`src/rtl/pipe_stage_skid.sv`:
```
// Valid/ready pipeline register with a 2-entry skid buffer, flush and bubble-gated control.
// Optional PIPE_STAGE_STATS_EN adds stall_cnt/beat_cnt performance counters.
module pipe_stage_skid #(
   parameter int                DATA_W   = 32,
   parameter int                CTRL_W   = 7,
   parameter logic [CTRL_W-1:0] CTRL_RST = '0
) (
   input  logic              clk,
   input  logic              rst,
   input  logic              flush,
   input  logic              in_valid,
   output logic              in_ready,
   input  logic [DATA_W-1:0] in_data,
   input  logic [CTRL_W-1:0] in_ctrl,
   output logic              out_valid,
   input  logic              out_ready,
   output logic [DATA_W-1:0] out_data,
   output logic [CTRL_W-1:0] out_ctrl,
`ifdef PIPE_STAGE_STATS_EN
   output logic [31:0]       stall_cnt,
   output logic [31:0]       beat_cnt,
`endif
   output logic [1:0]        occupancy
);

   // Encoding equals the number of held entries.
   typedef enum logic [1:0] {
      S_EMPTY = 2'd0,
      S_ONE   = 2'd1,
      S_FULL  = 2'd2
   } state_t;

   state_t            r_state, w_nxt;
   logic [DATA_W-1:0] r_main_data, r_skid_data;
   logic [CTRL_W-1:0] r_main_ctrl, r_skid_ctrl;
   logic              w_in_fire, w_out_fire;
   logic              w_ld_main_in, w_ld_main_skid, w_ld_skid;

   assign in_ready   = (r_state != S_FULL);
   assign out_valid  = (r_state != S_EMPTY);
   assign w_in_fire  = in_valid & in_ready;
   assign w_out_fire = out_valid & out_ready;

   always_comb begin
      w_nxt          = r_state;
      w_ld_main_in   = 1'b0;
      w_ld_main_skid = 1'b0;
      w_ld_skid      = 1'b0;
      if (flush) begin
         w_nxt = S_EMPTY;
      end else begin
         case (r_state)
            S_EMPTY: if (w_in_fire) begin
               w_ld_main_in = 1'b1;
               w_nxt        = S_ONE;
            end
            S_ONE: begin
               if (w_in_fire && w_out_fire) begin
                  w_ld_main_in = 1'b1;
               end else if (w_in_fire) begin
                  w_ld_skid = 1'b1;
                  w_nxt     = S_FULL;
               end else if (w_out_fire) begin
                  w_nxt = S_EMPTY;
               end
            end
            S_FULL: if (w_out_fire) begin
               w_ld_main_skid = 1'b1;
               w_nxt          = S_ONE;
            end
            default: w_nxt = S_EMPTY;
         endcase
      end
   end

   always_ff @(posedge clk or negedge rst) begin
      if (!rst) r_state <= S_EMPTY;
      else      r_state <= w_nxt;
   end

   always_ff @(posedge clk or negedge rst) begin
      if (!rst) begin
         r_main_data <= '0;
         r_main_ctrl <= '0;
         r_skid_data <= '0;
         r_skid_ctrl <= '0;
      end else begin
         if (w_ld_main_in) begin
            r_main_data <= in_data;
            r_main_ctrl <= in_ctrl;
         end else if (w_ld_main_skid) begin
            r_main_data <= r_skid_data;
            r_main_ctrl <= r_skid_ctrl;
         end
         if (w_ld_skid) begin
            r_skid_data <= in_data;
            r_skid_ctrl <= in_ctrl;
         end
      end
   end

   // Bubbles must never leak stale control strobes downstream.
   assign out_data  = r_main_data;
   assign out_ctrl  = out_valid ? r_main_ctrl : CTRL_RST;
   assign occupancy = r_state;

`ifdef PIPE_STAGE_STATS_EN
   always_ff @(posedge clk or negedge rst) begin
      if (!rst) begin
         stall_cnt <= '0;
         beat_cnt  <= '0;
      end else begin
         if (out_valid && !out_ready) stall_cnt <= stall_cnt + 32'd1;
         if (w_out_fire)              beat_cnt  <= beat_cnt + 32'd1;
      end
   end
`endif

endmodule

```
`config.mk`:
```
export PLATFORM = sky130hd
export DESIGN_NAME = pipe_stage_skid
export DESIGN_NICKNAME = d
export VERILOG_FILES = /design/src/rtl/pipe_stage_skid.sv
export SDC_FILE = /design/constraint.sdc
export NUM_CORES = 1
export LEC_CHECK = 0
export BUFFER_PORTS_ARGS = -buffer_cell sky130_fd_sc_hd__clkbuf_2
export CAP_MARGIN = 20
export CORE_UTILIZATION = 56
export CTS_CLUSTER_DIAMETER = 40
export CTS_CLUSTER_SIZE = 28
export DETAILED_ROUTE_END_ITERATION = 16
export PLACE_DENSITY_LB_ADDON = 0.08
export SLEW_MARGIN = 40
export SYNTH_ARGS = -nofsm -noshare
export SYNTH_HDL_FRONTEND = slang
export SYNTH_SLANG_ARGS = --single-unit
```
`constraint.sdc`:
```
create_clock -name clk -period 3.15 [get_ports clk]
set_clock_uncertainty 0.15 [all_clocks]
set_input_delay 0.1575 -clock clk [delete_from_list [all_inputs] [get_ports clk]]
set_output_delay 0.1575 -clock clk [all_outputs]
set_load 0.03 [all_outputs]
```
# After elaboration in Yosys (flattened, before gate mapping)
# Cells that the tools add are included.
[classes]
bitwise_logic = 2
n_mux = 22
reduce_logical = 5
eq_ne = 7
[ops]
columns = ["cell", "count"]
rows = [
  ["$mux 32", 2],
  ["$mux 7", 3],
  ["$mux 2", 6],
  ["$mux 1", 9],
  ["$ne 3x3->1 const B", 3],
  ["$pmux 2 s3", 1],
  ["$ne 4x4->1 const B", 1],
  ["$reduce_and 4->1", 1],
  ["$reduce_bool 2->1", 2],
  ["$and 1x1->1", 2],
  ["$eq 2x1->1 const B", 1],
  ["$eq 2x2->1 const B", 1],
  ["$logic_not 2->1", 1],
  ["$ne 2x2->1 const B", 1],
  ["$pmux 1 s2", 1],
  ["$logic_and 1x1->1", 1],
]
[totals]
input_bits = 44
output_inout_bits = 43
word_cells = 41
regBits = 80

# Longest topological paths before layout
[depth]
word_depth = 7
ltp_mapped = 5
ltp_nobuf = 3

# Worst setup path after synthesis
# OpenSTA, ideal clock, no wires.
[synth_path]
path_kind = "flip-flop to flip-flop"
startpoint = "register r_state[0] (netlist: occupancy[0])"
endpoint = "register r_main_data[3] (netlist: out_data[3])"
setup_time_ps = 125
arrival_time_ps = 1582
stages_incl_launch_ff = 5
setup_slack_ps = 1293
path_buffers = 1
required_ps = 2875
period_less_slack_ps = 1857
cell_sequence = "dfrtp_1 > and4bb_4 > buf_6 > mux2_1 > mux2_2"
[synth_between]
elab_chain_len = 7
elab_cells_between_ends = 17
cone_classes = "eq/ne (3); mux (8); bitwise (2); reduce/logical (4)"
[synth_lines]
columns = ["element", "line", "text"]
rows = [
  ["from (decl)", "33", "state_t r_state, w_nxt;"],
  ["from (signal assigned)", "78", "else r_state <= w_nxt;"],
  ["$ne 2x2->1 or $reduce_bool 2->1 (tied branches)", "39, 40", ""],
  ["$and 1x1->1 (on tied branches)", "41, 42", ""],
  ["$logic_and 1x1->1", "58", "if (w_in_fire && w_out_fire) begin"],
  ["$mux 1", "58", ""],
  ["$pmux 1 s2", "52", "case (r_state)"],
  ["$mux 1", "49", "if (flush) begin"],
  ["$mux 32 or $reduce_bool 2->1 (tied branches)", "n/a", ""],
  ["to (signal assigned)", "89", "r_main_data <= in_data;"],
  ["to (signal assigned)", "92", "r_main_data <= r_skid_data;"],
  ["to (decl)", "34", "logic [DATA_W-1:0] r_main_data, r_skid_data;"],
]
# Parallel ways exist; a longest one is shown, timed or not.
# A chain may end at the register's enable or synchronous reset.

# Worst setup path after layout
[layout_path]
startpoint = "input port flush"
endpoint = "register r_main_data[10] (netlist: out_data[10])"
[layout_between]
elab_chain_len = 2
elab_cells_between_ends = 4
cone_classes = "mux (3); reduce/logical (1)"
[layout_lines]
columns = ["element", "line", "text"]
rows = [
  ["from (decl)", "10", "input logic flush,"],
  ["$mux 1", "49", ""],
  ["$mux 32 or $reduce_bool 2->1 (tied branches)", "n/a", ""],
]
# Parallel ways exist; a longest one is shown, timed or not.

==> results.toml <==
[logic_synthesis]
synth_most_common_cell = "dfrtp_1"
synth_cell_types = 25
synth_commonest_cells = "80 x dfrtp_1, 37 x a221o_1, 33 x mux2_2, 21 x and2_1, 16 x and2_0"
synth_edf_count = 0
yosysTopAreaCellShare = 0.5961
synth_cells = 238
seq_area_frac_synth = 0.5961
yosysWarningCount = 0
syn_area_per_cell_sq_um = 14.11
synth_nets = 282
ys_seq_elements = 80
async_reset_ff_frac = 1.000
yosysTopAreaCell = "dfrtp_1"
synthFlopType = "dfrtp_1"
syn-cell-area_sq_um = 3358
synth.top_cells.by_area = "dfrtp_1 60%, mux2_2 11%, a221o_1 11%"

[critical_path]
cpMaxStageDelayCell = "and4bb_4"
cp-start-kind = "input pin"
max_stage_delay_ps = 650
cp_max_fo = 40
r2r_cells = 4
worstPathRequired_ps = 3230
crit_path_cell_trace = "dlygate4sd3_1 > clkbuf_2 > and4bb_4 > a21oi_4 > buf_16 > a221o_1"
critPathArrivalTime_ps = 2260
cp-end-kind = "flip-flop"
path_class = "in2reg"

[job]
maxCapViolations = 0

[cts]
cts_buffer_depth = 2
clk_pin_slew_ps = 80
cts_tree = "done"
cts_max_level = 3
numCtsBuffers = 9
cts_resized = 0
clock-sinks = 80
insertion_delay_ps = 340
cts_root_buf = "clkbuf_8"

[placed_design]
dp.cells = 385
hpwl_microns = 4242
port_buffers = 86
place.gp.congestion = 0.7433

[sta]
drv_slew = 0
worst_slew_pin_slew_ps = 697.2
period_share = 0.6946
setup_tns_ps = 0
rsz0062_at_grt = "false"
hold_viol_final = 0
setup_viol = 0
fmax_ghz = 0.4570
post-route-min-period_ps = 2188
relSlewSlack = 0.5352

[cells_and_area]
n_antenna_cell = 0
final_cells = 444
drive_above_1_share = 0.3898
fill_cells = 341
syn2layout_area_growth_pct = 34.39
fin_nets = 411

[routing]
drt_pass1_iterations = 4
via_per_inst = 5.421
ant_nets = 0
wl_per_cell_microns = 16.23
drc = 0
vias = 2407
routed_wl_microns = 7207
initialDrtViolationCount = 165

[global_routing]
grt-ovfl-total = 0
grt_pass1_wl_microns = 12140
antenna_found_initial = 0
grt_max_degree = 81
grt.total_usage = 0.2557
grt_pass1_vias = 2546

[floorplanning]
dieArea_sq_um = 6311
boundaryPins = 87
core_sq_um = 5642
die_h_microns = 79.44
dieWidth_microns = 79.44
start_util = 0.5953
num_rows = 27

[worst_hold_path]
min_path_cells = 4
hp-class = "in2reg"

[power]
leakage_uw = 0.002148
p_total_uw = 2860
powerDensity_nw_per_um2 = 633.6
vdd_drop_max_mv = 0.4256

[status]
status = "complete, no violations"
[critical path, delay by kind of cell]
kind / cells / cell delay [ps]
compound gates: 2 / 510
buf+inv: 3 / 920
simple gates: 1 / 650
[final timing paths]
kind / from / to / slack, ps
max: flush / out_data[10]$_DFFE_PN0P_ / 960
min: in_valid / occupancy[0]$_DFFE_PN0P_ / 150
max reg2reg: occupancy[0]$_DFFE_PN0P_ / out_data[10]$_DFFE_PN0P_ / 1030
min reg2reg: r_skid_data[28]$_DFFE_PN0P_ / r_skid_data[28]$_DFFE_PN0P_ / 340
max in group asynchronous: rst / out_data[23]$_DFFE_PN0P_ / 2130
min in group asynchronous: rst / r_main_ctrl[6]$_DFFE_PN0P_ / 240
[cell type report]
cell class                      count  area, sq um  area share
Clock buffer                       11        141.4     0.03133
Clock inverter                      5        80.08     0.01774
Inverter                            1        3.754   0.0008317
Multi-Input combinational cell    142         1279      0.2833
Sequential cell                    80         2002      0.4436
Tap cell                           72        90.09     0.01996
Timing Repair Buffer              133        917.1      0.2032
[flip-flops by register name, indices dropped and copies added, names as in the netlist]
| signal | cells |
|---|---|
| occupancy | 2 |
| out_data | 32 |
| r_main_ctrl | 7 |
| r_skid_ctrl | 7 |
| r_skid_data | 32 |
[metal layers]
layer / vias to the layer above / track usage / share of wire
li1: 1138 / - / -
met3: 12 / 0.04686 / 0.047
met5: - / 0 / 0
met1: 1185 / 0.3344 / 0.46
met4: 0 / 0.1200 / 0.019
met2: 72 / 0.4128 / 0.47
[timing repair]
action,4_1_cts,5_1_grt
setup buffers,0,0
endpoints found under the hold margin,159,0
hold buffers,43,0
[through the flow]
step           hold WS, ps    util  setup WS (ps)  instance area, sq um
2_1_floorplan       -288.1       -           1293                  3358
3_3_place_gp         234.3  0.6789          992.7                  3830
3_5_place_dp         87.66  0.6844           1037                  3861
4_1_cts              135.5  0.8000          985.0                  4513
5_1_grt              181.1  0.8000          856.9                  4513
6_report             148.6  0.8000          962.0                  4513
[cells by family after synthesis]
group	synth area share
DFF	0.5961
muxes	0.1442
buffers and inverters	0.02794
AOI/OAI and AO/OA	0.1211
and+or+nand+nor	0.1107
[cells in the final DEF, fill, tap and decap left out, drive strengths merged, types with 2 or more instances in the layout]
| cell type | instances |
|---|---|
| bufinv | 2 |
| nand2b | 3 |
| mux2 | 43 |
| nand2 | 3 |
| clkinvlp | 2 |
| clkbuf | 96 |
| a21oi | 3 |
| dlygate4sd3 | 43 |
| a221o | 37 |
| buf | 5 |
| nor2b | 7 |
| dfrtp | 80 |
| and2 | 37 |
[where the power goes]
part | switching (uW) | internal (uW)
logic | 344 | 303
clock network | 366 | 467
registers | 119 | 1260
total | 829 | 2030
Power figures use the tool's default switching activity.
